$ cat src/rtl/priority_ser_n_v_pkg.sv
// Shared definitions for the priority serializer family.
// Build option: PRIORITY_SER_LSB_FIRST_EN selects ascending (lowest index
// first) emission order; undefined keeps the legacy highest-index-first order.
package priority_pkg_v;

  localparam int N_DEFAULT = 8;

`ifdef PRIORITY_SER_LSB_FIRST_EN
  localparam bit LSB_FIRST = 1'b1;
`else
  localparam bit LSB_FIRST = 1'b0;
`endif

  // Local ceil(log2) so the index width does not depend on tool support of $clog2.
  function automatic int clog2(input int value);
    int r;
    r = 0;
    for (int i = 0; i < 31; i++) begin
      if ((1 << i) < value) r = i + 1;
    end
    return r;
  endfunction

endpackage

$ cat src/rtl/priority_ser_n_v_enc.sv
// Combinational parametrised find-first-set: N-bit vector to W-bit index plus
// any-valid. Direction follows LSB_FIRST (PRIORITY_SER_LSB_FIRST_EN); the
// default picks the highest set index, matching the fixed 4->2 / 8->3 encoders.
module priority_enc_n_v
  import priority_pkg_v::*;
#(
  parameter int  N = N_DEFAULT,
  localparam int W = clog2(N)
) (
  input  logic [N-1:0] i_vec,
  output logic [W-1:0] o_idx,
  output logic         o_any
);

  // Scan so that the winning bit is the last one written.
  always_comb begin
    o_idx = '0;
    o_any = |i_vec;
    if (LSB_FIRST) begin
      for (int k = N - 1; k >= 0; k--) begin
        if (i_vec[k]) o_idx = W'(k);
      end
    end else begin
      for (int k = 0; k < N; k++) begin
        if (i_vec[k]) o_idx = W'(k);
      end
    end
  end

endmodule

$ cat src/rtl/priority_ser_n_v.sv
// Registered priority serializer: accepts an N-bit request vector and emits
// the index of each set bit, one per cycle, flagging the last one.
// Build option: PRIORITY_SER_LSB_FIRST_EN emits ascending instead of descending.
// The IDLE/DRAIN state is implicit: IDLE when pend_q == 0, DRAIN otherwise.
module priority_ser_n_v
  import priority_pkg_v::*;
#(
  parameter int  N = N_DEFAULT,
  localparam int W = clog2(N)
) (
  input  logic         i_clk,
  input  logic         i_rst_n,
  input  logic [N-1:0] i_req,
  input  logic         i_req_vld,
  output logic         o_req_rdy,
  output logic [W-1:0] o_code,
  output logic         o_vld,
  output logic         o_last,
  input  logic         i_rdy
);

  logic [N-1:0] pend_q, pend_d;
  logic [W-1:0] code_q, code_d;
  logic         vld_q, vld_d;
  logic         last_q, last_d;

  logic [W-1:0] req_idx, pend_idx;
  logic         req_any, pend_any;
  logic [N-1:0] req_rest, pend_rest;
  logic         slot_free, accept;

  function automatic logic [N-1:0] clear_bit(input logic [N-1:0] v,
                                             input logic [W-1:0] idx);
    logic [N-1:0] m;
    m      = '0;
    m[idx] = 1'b1;
    return v & ~m;
  endfunction

  priority_enc_n_v #(.N(N)) u_enc_req (
    .i_vec (i_req),
    .o_idx (req_idx),
    .o_any (req_any)
  );

  priority_enc_n_v #(.N(N)) u_enc_pend (
    .i_vec (pend_q),
    .o_idx (pend_idx),
    .o_any (pend_any)
  );

  assign req_rest  = clear_bit(i_req, req_idx);
  assign pend_rest = clear_bit(pend_q, pend_idx);
  assign slot_free = !vld_q || i_rdy;
  assign o_req_rdy = (pend_q == '0) && slot_free;
  assign accept    = i_req_vld && o_req_rdy;

  // Next-state: accept a new vector, drain the pending one, or go empty.
  // Accept and drain are exclusive because accepting requires pend_q == 0.
  always_comb begin
    pend_d = pend_q;
    code_d = code_q;
    vld_d  = vld_q;
    last_d = last_q;
    if (accept) begin
      if (req_any) begin
        code_d = req_idx;
        pend_d = req_rest;
        vld_d  = 1'b1;
        last_d = (req_rest == '0);
      end else begin
        vld_d  = 1'b0;
      end
    end else if (pend_any && slot_free) begin
      code_d = pend_idx;
      pend_d = pend_rest;
      vld_d  = 1'b1;
      last_d = (pend_rest == '0);
    end else if (slot_free) begin
      vld_d  = 1'b0;
    end
  end

  // State registers; reset mid-drain discards any remaining indices.
  always_ff @(posedge i_clk or negedge i_rst_n) begin
    if (!i_rst_n) begin
      pend_q <= '0;
      code_q <= '0;
      vld_q  <= 1'b0;
      last_q <= 1'b0;
    end else begin
      pend_q <= pend_d;
      code_q <= code_d;
      vld_q  <= vld_d;
      last_q <= last_d;
    end
  end

  assign o_code = code_q;
  assign o_vld  = vld_q;
  assign o_last = last_q;

endmodule

$ cat config.mk
export PLATFORM = sky130hd
export DESIGN_NAME = priority_ser_n_v
export DESIGN_NICKNAME = d
export VERILOG_FILES = /design/src/rtl/priority_ser_n_v_pkg.sv /design/src/rtl/priority_ser_n_v_enc.sv /design/src/rtl/priority_ser_n_v.sv
export SDC_FILE = /design/constraint.sdc
export NUM_CORES = 1
export LEC_CHECK = 0
export BUFFER_PORTS_ARGS = -buffer_cell sky130_fd_sc_hd__buf_2
export CORE_MARGIN = 1
export CORE_UTILIZATION = 45
export CTS_BUF_LIST = sky130_fd_sc_hd__clkbuf_2 sky130_fd_sc_hd__clkbuf_4 sky130_fd_sc_hd__clkbuf_8
export DETAILED_ROUTE_END_ITERATION = 6
export GPL_ROUTABILITY_DRIVEN = 1
export PLACE_DENSITY = 0.75
export SYNTH_ARGS = -nofsm -noshare
export SYNTH_HDL_FRONTEND = slang
export SYNTH_SLANG_ARGS = --single-unit
$ cat constraint.sdc
create_clock -name i_clk -period 1.9 [get_ports i_clk]
set_input_delay 0.19 -clock i_clk [delete_from_list [all_inputs] [get_ports i_clk]]
set_output_delay 0.19 -clock i_clk [all_outputs]
set_load 0.03 [all_outputs]
## After elaboration in Yosys (flattened, before gate mapping)

Cells that the tools add are included.

- $lt $le $gt $ge: 4
- Eq/ne operators: 1
- Muxes and demuxes: 31
- Bitwise operators: 4
- Reductions and logical operators: 15

Operators by type and width:

| cell | number |
|---|---|
| two-way mux 3 bit | 11 |
| logical NOT 8 bit | 3 |
| two-way mux 8 bit | 3 |
| AND 8 bit | 2 |
| inverter 8 bit | 2 |
| OR reduction 8 bit | 2 |
| two-way mux 1 bit | 11 |
| less-than comparator 3 x 4 -> 1 bit (second input constant) | 2 |
| two-way mux 2 bit | 4 |
| demux 1 bit (select 3 bit) | 2 |
| greater-or-equal comparator 3 x 1 -> 1 bit (second input constant) | 2 |
| logical AND 1 bit | 5 |
| nonzero test 3 bit | 1 |
| inequality test 2 bit (second input constant) | 1 |
| AND reduction 2 bit | 1 |
| nonzero test 2 bit | 1 |
| logical NOT 1 bit | 1 |
| logical OR 1 bit | 1 |

- Register bits after elaboration: 13
- Output and inout port bits: 6
- Logic and storage cells: 59

## Longest topological paths before layout

Gate-level depths: netlist of run 1.

- Word-level depth: 16
- Mapped depth: 6

## Hierarchy

Synthesis of run 1 repeated with hierarchy kept, for this count alone.

- Cell total of the unflattened synthesis: 128
- Area total of the unflattened synthesis: 993.5 um^2

By module, submodules not included:

| module | instances | cells an instance | area each (um^2) | sequential area each (um^2) |
|---|---|---|---|---|
| priority_ser_n_v | 1 | 104 | 860.8 | 325.3 |
| priority_enc_n_v | 2 | 12 | 66.3 | 0.0 |

## Least setup slack after synthesis of run 1

OpenSTA, ideal clock, no wires.

- Kind: register to register
- Start: reg pend_q[4]
- End: reg code_q[0], in the netlist o_code[0]
- Data arrival time: 1.747 ns
- Required time: 1.818 ns
- Setup slack: 0.071 ns
- Cell stages (with the launch flop): 6
- Path buffers: 0
- Path through: dfrtp_1 -> nor4_4 -> and4b_1 -> nand2_2 -> o21bai_1 -> a31oi_1

- Elaborated cells between the ends (all ways): 14
- Classes of those cells: eq/ne: 1; mux: 6; reduce/logical: 7

RTL lines:

| element | RTL line | RTL |
|---|---|---|
| start, declared | priority_ser_n_v.sv:22 | `logic [N-1:0] pend_q, pend_d;` |
| start signal, assigned | priority_ser_n_v.sv:92 | `pend_q <= pend_d;` |
| logical NOT 8 bit (*) | priority_ser_n_v.sv:55 | `assign o_req_rdy = (pend_q == '0) && slot_free;` |
| logical AND 1 bit (*) | priority_ser_n_v.sv:55 |  |
| via o_req_rdy | priority_ser_n_v.sv:15 | `output logic o_req_rdy,` |
| logical AND 1 bit (*) | priority_ser_n_v.sv:56 | `assign accept = i_req_vld && o_req_rdy;` |
| inequality test 2 bit (no line) or nonzero test 2 bit (tied branches) | -- |  |
| AND reduction 2 bit (no line) | -- |  |
| end signal, assigned | priority_ser_n_v.sv:93 | `code_q <= code_d;` |
| end, declared | priority_ser_n_v.sv:23 | `logic [W-1:0] code_q, code_d;` |

Mark *: on every way through the listed nets, which the timed path passes. The rest lies on a longest branch. The select of a mux whose other input is x is not followed.
A chain may end at the register's enable or synchronous reset.

## Worst setup path after layout of run 1

- Start: reg pend_q[5]
- End: out o_req_rdy

- Cells in the longest elaborated chain, start to end: 2

Ends and longest elaborated chain:

| element | RTL line |
|---|---|
| logical NOT 8 bit | priority_ser_n_v.sv:55 |
| logical AND 1 bit | priority_ser_n_v.sv:55 |
| end, declared | priority_ser_n_v.sv:15 |

No other way between the ends.

==> flow_summary.ini, run 1 <==
[status]
outcome = completed

[placement]
detailedPlace.worstSlack_ns = 0.176
io_buffers = 17
place.gp.congestion = 0.795
detailed_place_hpwl_mm = 1.49
place_area_um2 = 940
numPlacedInstances = 130

[final_layout]
syn_to_final_growth_pct = 22.3
finish.instance_area_um2 = 980
final_cell_count_no_fill = 135
final_core_util_pct = 62.1
layout_commonest_cell = sky130_fd_sc_hd__buf_2
drive_above_1_share_pct = 27.7
commonest_cells_after_routing_fill_and_taps_aside = sky130_fd_sc_hd__buf_2, sky130_fd_sc_hd__o21ai_0, sky130_fd_sc_hd__dfrtp_1, sky130_fd_sc_hd__nor2_1, sky130_fd_sc_hd__nand2_1
fin_nets = 132
fillerInstances = 144
inserted_diodes = 0
layout.area.seq_um2 = 325
multi_input_area_um2 = 449

[logic_synthesis]
synth-edff-count = 0
dominantRegCellSynth = sky130_fd_sc_hd__dfrtp_1
synth.yosys.seq_area_share_pct = 40.6
syn_avg_cell_area_um2 = 8.61
ys_ff_latch = 13
arithmetic_cell_share_of_the_synthesized_area_counting_full_adders_half_adders_and_majority_gates_pct = 0
yosys-mux-area-fraction_pct = 0
synth-xor-area-share_pct = 0
syn-cell-area_um2 = 801
count_of_warnings_emitted_by_yosys = 0
syn_inst = 93
synthArstFlopShare_pct = 100
distinct_cell_type_count_of_the_synthesized_netlist = 31
synth_top_family_by_area = compound AO/OA/AOI/OAI gates
area_share_of_and_or_nand_nor_cells_after_synthesis_pct = 23.8
synth_compound_gate_area_share_pct = 32.3
syn-num-nets = 105

[worst_setup_path]
worst_ep_required_time_ns = 1.71
critical_path.endpoint_type = primary output
timing.critical_path.arrival_ns = 1.63
critical_path.max_fanout = 6
path_class = reg -> out
cp-start-kind = register

[floorplan]
std_cell_rows = 14
die_w_um = 44.2
dieHeight_um = 44.2
dieArea_mm2 = 0.00195
floorplan.initialDensity_pct = 50.8
io-pin-count = 18
area_of_the_core_region_mm2 = 0.00158

[cts]
post_cts.resized_instances = 0
cts-root-buf = sky130_fd_sc_hd__clkbuf_4
total_number_of_h_tree_levels = 1
cts-root-to-sink-buffers = 2
tritoncts = built
clkSlewWorstSetupHoldPaths_ns = 0.08
cts_setup_buffers = 0
cts.sinks = 13
cts_hold_repair.buffers = 1
cts-buffers-inserted = 3
clkLatencyLatePin_ns = 0.28

[global_route]
global_route_congestion_overflow_total = 0
antenna_found_initial = 0
grtUsageTotal_pct = 23.6
grt_pass1_vias = 750
grt_start_max_net_pins = 14
grt_pass1_wl_mm = 3.19

[sta]
slew_viol_final = 0
timing_worst_slew_pin_value_ns = 0.595
finalHoldWorstSlack_ns = 0.190
fin_ws_ns = 0.0776
worst_slew_margin_rel_pct = 59.8
timing.clock.skew_ns = 0.00267
setup-violations-final = 0
timing.setup.tns_ns = 0
period_utilization_post_route_pct = 95.9
rsz_0062_raised_after_global_routing = false
finalCriticalPeriod_ns = 1.82
timing_hold_violations_final = 0
timing.fmax_mhz = 549

[detailed_routing]
drtPass1Iterations = 4
vias = 814
ant_nets = 0
overall_routed_net_length_mm = 1.88
drc = 0
detail_route.wl_per_cell_um = 14.0
initialDrtViolationCount = 14
avgViaCountPerCell = 6.03

[power]
peakVddDrop_v = 0.000773
power.leakage_nw = 0.445
totalPowerFinal_mw = 1.54
power_density_mw_per_mm2 = 1570

[flow_run]
drv.max_cap_violation_count = 0

[hold_path]
worstHoldPathType = in -> reg
==> cells by family after synthesis <==
| family | Yosys count |
|---|---|
| AOI/OAI and AO/OA | 40 |
| DFF | 13 |
| buffers and inverters | 6 |
| and+or+nand+nor | 34 |
==> synthesized netlist by cell type, types with 2 or more instances <==
cell / instances / area (um^2)
sky130_fd_sc_hd__nor3_1: 4 / 20.0
sky130_fd_sc_hd__nor2b_1: 2 / 12.5
sky130_fd_sc_hd__o31ai_1: 3 / 22.5
sky130_fd_sc_hd__o21ai_0: 15 / 75.1
sky130_fd_sc_hd__nor4_1: 2 / 12.5
sky130_fd_sc_hd__a21oi_1: 5 / 25.0
sky130_fd_sc_hd__a211oi_1: 3 / 22.5
sky130_fd_sc_hd__o21bai_1: 3 / 22.5
sky130_fd_sc_hd__nand2_1: 9 / 33.8
sky130_fd_sc_hd__nor2_1: 9 / 33.8
sky130_fd_sc_hd__or3_4: 2 / 22.5
sky130_fd_sc_hd__inv_1: 4 / 15.0
sky130_fd_sc_hd__dfrtp_1: 13 / 325
sky130_fd_sc_hd__a31oi_1: 2 / 12.5
==> flip-flops by register name, indices dropped and copies added, names as in the netlist <==
signal and count:
pend_q 8, o_vld 1, o_last 1, o_code 3
==> critical path, cell delays in order, from the launching register on <==
cell and delay, ns:
sky130_fd_sc_hd__dfrtp_1 0.45, sky130_fd_sc_hd__nor4_4 0.33, sky130_fd_sc_hd__and4b_1 0.34, sky130_fd_sc_hd__buf_2 0.23
==> power breakdown <==
group | leakage, nW | internal, mW | total, mW | switching, mW
Sequential | 0.164 | 0.380 | 0.470 | 0.0906
Combinational | 0.262 | 0.370 | 0.883 | 0.513
Clock | 0.0184 | 0.0958 | 0.185 | 0.0896
Total | 0.445 | 0.845 | 1.54 | 0.693
==> path summary, 6_finish.rpt <==
path | start | to | slack (ns) | depth (start not counted)
max | pend_q[5] | o_req_rdy | 0.08 | 3
min | i_req[1] | pend_q[1] | 0.19 | 3
max reg2reg | pend_q[5] | o_code[0] | 0.16 | 5
min reg2reg | o_last | o_last | 0.48 | 2
max in group asynchronous | i_rst_n | pend_q[3] | 1.36 | 2
min in group asynchronous | i_rst_n | o_last | 0.32 | 2
==> layout make-up <==
cell class,count,area share [%]
clock buffer,4,3.07
inverter,4,1.53
multi-input combinational,74,45.8
sequential,13,33.2
tap,16,2.04
timing repair buffer,24,14.3
==> metal layers <==
layer  up-vias  routed length, um  global-route usage [%]
li1        410                  -                       -
met1       374                892                    29.2
met2        25                848                    37.1
met3         5                 83                    3.67
met4         0                 60                    17.6
met5         -                  0                       0
Power figures use the tool's default switching activity.
==> inputs of run 2 (changes only) <==
SETUP_SLACK_MARGIN = 0.3   (was default)
==> flow_summary.ini, run 2 (same netlist as run 1, synthesis figures left out) <==
[global_route]
global_route_congestion_overflow_total = 0
grt_pass1_wl_mm = 3.47
grtUsageTotal_pct = 24.5
antenna_found_initial = 0
grt_start_max_net_pins = 14
grt_pass1_vias = 770

[detailed_routing]
vias = 857
drtPass1Iterations = 4
detail_route.wl_per_cell_um = 15.4
drc = 0
overall_routed_net_length_mm = 2.15
ant_nets = 0
initialDrtViolationCount = 31
avgViaCountPerCell = 6.12

[sta]
timing.fmax_mhz = 594
worst_slew_margin_rel_pct = 74.8
timing_hold_violations_final = 0
timing.setup.tns_ns = 0
finalCriticalPeriod_ns = 1.68
setup-violations-final = 0
timing.clock.skew_ns = 0.00400
rsz_0062_raised_after_global_routing = true
period_utilization_post_route_pct = 88.6
timing_worst_slew_pin_value_ns = 0.374
slew_viol_final = 0
finalHoldWorstSlack_ns = 0.185

[final_layout]
inserted_diodes = 0
largest_reg_flops = 8
registers.top_by_ff_count = pend_q
drive_above_1_share_pct = 40.3
syn_to_final_growth_pct = 33.4
commonest_cells_after_routing_fill_and_taps_aside = sky130_fd_sc_hd__buf_2, sky130_fd_sc_hd__o21ai_0, sky130_fd_sc_hd__buf_4, sky130_fd_sc_hd__nand2_1, sky130_fd_sc_hd__dfrtp_1
fillerInstances = 134
layout_commonest_cell = sky130_fd_sc_hd__buf_2
fin_nets = 137

[cts]
cts.sinks = 13
cts-root-buf = sky130_fd_sc_hd__clkbuf_4
tritoncts = built
cts-root-to-sink-buffers = 2
clkLatencyLatePin_ns = 0.28
total_number_of_h_tree_levels = 1
cts-buffers-inserted = 3
clkSlewWorstSetupHoldPaths_ns = 0.08

[floorplan]
floorplan.initialDensity_pct = 50.8
io-pin-count = 18
dieHeight_um = 44.2
std_cell_rows = 14
area_of_the_core_region_mm2 = 0.00158
die_w_um = 44.2
dieArea_mm2 = 0.00195

[worst_setup_path]
cpLargestDelayFamily = simple AND/OR/NAND/NOR gates
critical_path.max_fanout = 4
r2r.worst_path.cells = 5
path_class = reg -> out
rr_endpoint = o_last
slowest_cell_on_crit_path = sky130_fd_sc_hd__dfrtp_2
worstSetupStartpoint = pend_q[7]
critical_path.cell_chain = nor4_4, and4b_4, buf_6
critPathCapture = o_req_rdy
worst_ep_required_time_ns = 1.71
critical_path.endpoint_type = primary output
timing.critical_path.arrival_ns = 1.49
timing.critical_path.buf_inv = 1
cp-start-kind = register
cp.depth = 3
critical_path.reg2reg.startpoint = pend_q[5]
slowest_delay_ns = 0.44
setup.reg_to_reg.worst_slack_ns = 0.24

[power]
power.leakage_nw = 0.477
power_density_mw_per_mm2 = 1660
peakVddDrop_v = 0.000832

[placement]
io_buffers = 17
place.gp.congestion = 0.790
detailed_place_hpwl_mm = 1.52

[status]
outcome = completed

[hold_path]
worstHoldPathType = in -> reg

[flow_run]
drv.max_cap_violation_count = 0
[run 2: cell types whose count changed in the layout (fill, tap and decap cells not counted), sizes merged]
cell / previous run / this run
buf: 23 / 28
[run 2: repair_timing]
action | CTS | global route
cloned | 0 | 0
endpoints found under the hold margin | 13 | 0
setup endpoints to repair | 3 | 10
gates resized for setup | 4 | 12
hold buffers | 1 | 0
pin swaps | 2 | 2
buffers inserted | 5 | 2
[run 2: per-layer routing]
layer | share of wire, % | track usage, % | wire (um)
met1 | 44 | 33.0 | 956
met4 | 2.0 | 9.09 | 42
met3 | 4.2 | 2.45 | 91
met5 | 0 | 0 | 0
met2 | 49 | 40.9 | 1060
[run 2: where the power goes]
group | switching [mW] | internal [mW]
combinational | 0.586 | 0.508
clock | 0.0943 | 0.0959
sequential | 0.102 | 0.385
[run 2: worst min path at each step]
| stage | startpoint | endpoint | slack, ns | depth (start not counted) |
|---|---|---|---|---|
| 5_1_grt | i_req[0] | pend_q[0] | 0.22 | 3 |
| 2_1_floorplan | i_rst_n | o_code[0] | -0.11 | 0 |
| 3_5_place_dp | i_rst_n | o_last | 0.09 | 1 |
| 4_1_cts | i_req[1] | pend_q[1] | 0.19 | 3 |
| 3_3_place_gp | i_rst_n | o_last | 0.09 | 1 |
| 6_report | i_req[1] | pend_q[1] | 0.19 | 3 |
[run 2: through the flow]
step	utilization, %	cell area (um^2)	total power [mW]	worst slack, ns	std cells
finish	67.8	1070	1.77	0.216	140
global route	67.8	1070	1.88	0.165	140
CTS	65.2	1030	1.65	0.219	138
detailed placement	59.8	942	1.38	0.216	128
global placement	59.8	942	1.36	0.219	128
floorplan	-	825	1.12	0.264	93
[run 2: layout make-up]
type	count	area, um^2	share of cell area [%]
clock buffer	4	30.0	2.81
inverter	4	15.0	1.41
multi-input combinational	74	480	45.0
sequential	13	332	31.0
tap	16	20.0	1.87
timing repair buffer	29	191	17.9
[run 2: worst register-to-register path: stages, from the launching register on]
cell and delay, ns:
sky130_fd_sc_hd__dfrtp_2 0.44, sky130_fd_sc_hd__or3_4 0.41, sky130_fd_sc_hd__or3_4 0.35, sky130_fd_sc_hd__a211oi_2 0.19, sky130_fd_sc_hd__o22ai_1 0.10, sky130_fd_sc_hd__o21ai_1 0.11
==> inputs of run 3 (changes only) <==
CORE_UTILIZATION = 54   (was 45)
MAX_ROUTING_LAYER = met4   (was default)
PLACE_DENSITY = 0.87   (was 0.75)
==> flow_summary.ini, run 3 (same netlist as run 1, synthesis figures left out) <==
[global_route]
antenna_found_initial = 0
grt_pass1_vias = 797
global_route_congestion_overflow_total = 0
grt_pass1_wl_mm = 3.61
grtUsageTotal_pct = 35.2
grt_start_max_net_pins = 14

[cts]
cts-root-buf = sky130_fd_sc_hd__clkbuf_4
tritoncts = built
cts-root-to-sink-buffers = 2
clkLatencyLatePin_ns = 0.29
cts-buffers-inserted = 3
clkSlewWorstSetupHoldPaths_ns = 0.09
cts.sinks = 13
total_number_of_h_tree_levels = 1

[placement]
detailed_place_hpwl_mm = 1.56
place.gp.congestion = 0.802
io_buffers = 17

[detailed_routing]
detail_route.wl_per_cell_um = 21.0
ant_nets = 0
vias = 980
drtPass1Iterations = 5
initialDrtViolationCount = 125
overall_routed_net_length_mm = 2.91
avgViaCountPerCell = 7.05
drc = 0

[power]
power_density_mw_per_mm2 = 1720
power.leakage_nw = 0.473
totalPowerFinal_mw = 1.87
peakVddDrop_v = 0.000978

[worst_setup_path]
critical_path.endpoint_type = register
cp-start-kind = register
worst_ep_required_time_ns = 2.05
timing.critical_path.arrival_ns = 1.83
critical_path.max_fanout = 7
path_class = reg -> reg

[hold_path]
worstHoldPathType = in -> reg

[final_layout]
fin_nets = 137
final_core_util_pct = 81.4
inserted_diodes = 0
registers.top_by_ff_count = pend_q
commonest_cells_after_routing_fill_and_taps_aside = sky130_fd_sc_hd__buf_2, sky130_fd_sc_hd__o21ai_0, sky130_fd_sc_hd__nand2_1, sky130_fd_sc_hd__buf_4, sky130_fd_sc_hd__dfrtp_1
largest_reg_flops = 8
layout_commonest_cell = sky130_fd_sc_hd__buf_2
syn_to_final_growth_pct = 35.6
drive_above_1_share_pct = 41.1

[sta]
rsz_0062_raised_after_global_routing = true
timing_worst_slew_pin_value_ns = 0.447
timing.fmax_mhz = 596
slew_viol_final = 0
period_utilization_post_route_pct = 88.4
finalHoldWorstSlack_ns = 0.185
worst_slew_margin_rel_pct = 70.0
timing.clock.skew_ns = 0.00414
setup-violations-final = 0
finalCriticalPeriod_ns = 1.68
timing_hold_violations_final = 0
timing.setup.tns_ns = 0

[floorplan]
io-pin-count = 18
dieHeight_um = 40.5
dieArea_mm2 = 0.00164
std_cell_rows = 13
area_of_the_core_region_mm2 = 0.00133
die_w_um = 40.5
floorplan.initialDensity_pct = 60.0

[flow_run]
drv.max_cap_violation_count = 0

[status]
outcome = completed
## run 3: layout make-up
type | instances | area (um^2)
multi-input combinational | 75 | 510
sequential | 13 | 332
fill | 69 | 248
timing repair buffer | 28 | 180
clock buffer | 4 | 30.0
tap | 15 | 18.8
inverter | 4 | 15.0
## run 3: final timing paths
kind | start | end | slack (ns) | cells past startpoint
min in group asynchronous | i_rst_n | pend_q[0] | 0.31 | 2
min reg2reg | o_last | o_last | 0.49 | 2
max in group asynchronous | i_rst_n | pend_q[6] | 1.33 | 2
max reg2reg | pend_q[6] | o_code[1] | 0.22 | 5
min | i_req[0] | pend_q[0] | 0.19 | 3
max | pend_q[6] | o_code[1] | 0.22 | 5
## run 3: report_power, final
part	internal [mW]	switching, mW	total [mW]
Clock	0.0961	0.108	0.204
Combinational	0.500	0.661	1.16
Sequential	0.385	0.123	0.508
## run 3: metal layers
metal	part of all wire (%)	up-vias	global-route usage (%)
li1	-	420	-
met1	33	446	43.1
met2	48	92	54.0
met3	12	22	7.22
met4	5.9	0	19.2
met5	0	-	-
## run 3: through the flow
step                      instance area (um^2)  instances  setup WS (ns)
after global placement                     933        126          0.277
final                                     1090        139          0.221
after floorplan                            825         93          0.264
after global routing                      1090        139          0.181
after detailed placement                   933        126          0.210
after CTS                                 1050        137          0.236
## run 3: worst max-delay path, stage by stage (launching register included)
cell and delay [ns]:
sky130_fd_sc_hd__dfrtp_2 0.45, sky130_fd_sc_hd__nor4_4 0.29, sky130_fd_sc_hd__buf_4 0.17, sky130_fd_sc_hd__a41oi_2 0.24, sky130_fd_sc_hd__nor2_1 0.29, sky130_fd_sc_hd__a31oi_1 0.09
## run 3: timing repair
item	in CTS	in global routing
hold buffers	1	0
buffers inserted	6	1
cloned	0	1
resized for setup	8	8
setup endpoints to repair	5	8
pin swaps	4	2
hold endpoints to repair	13	0
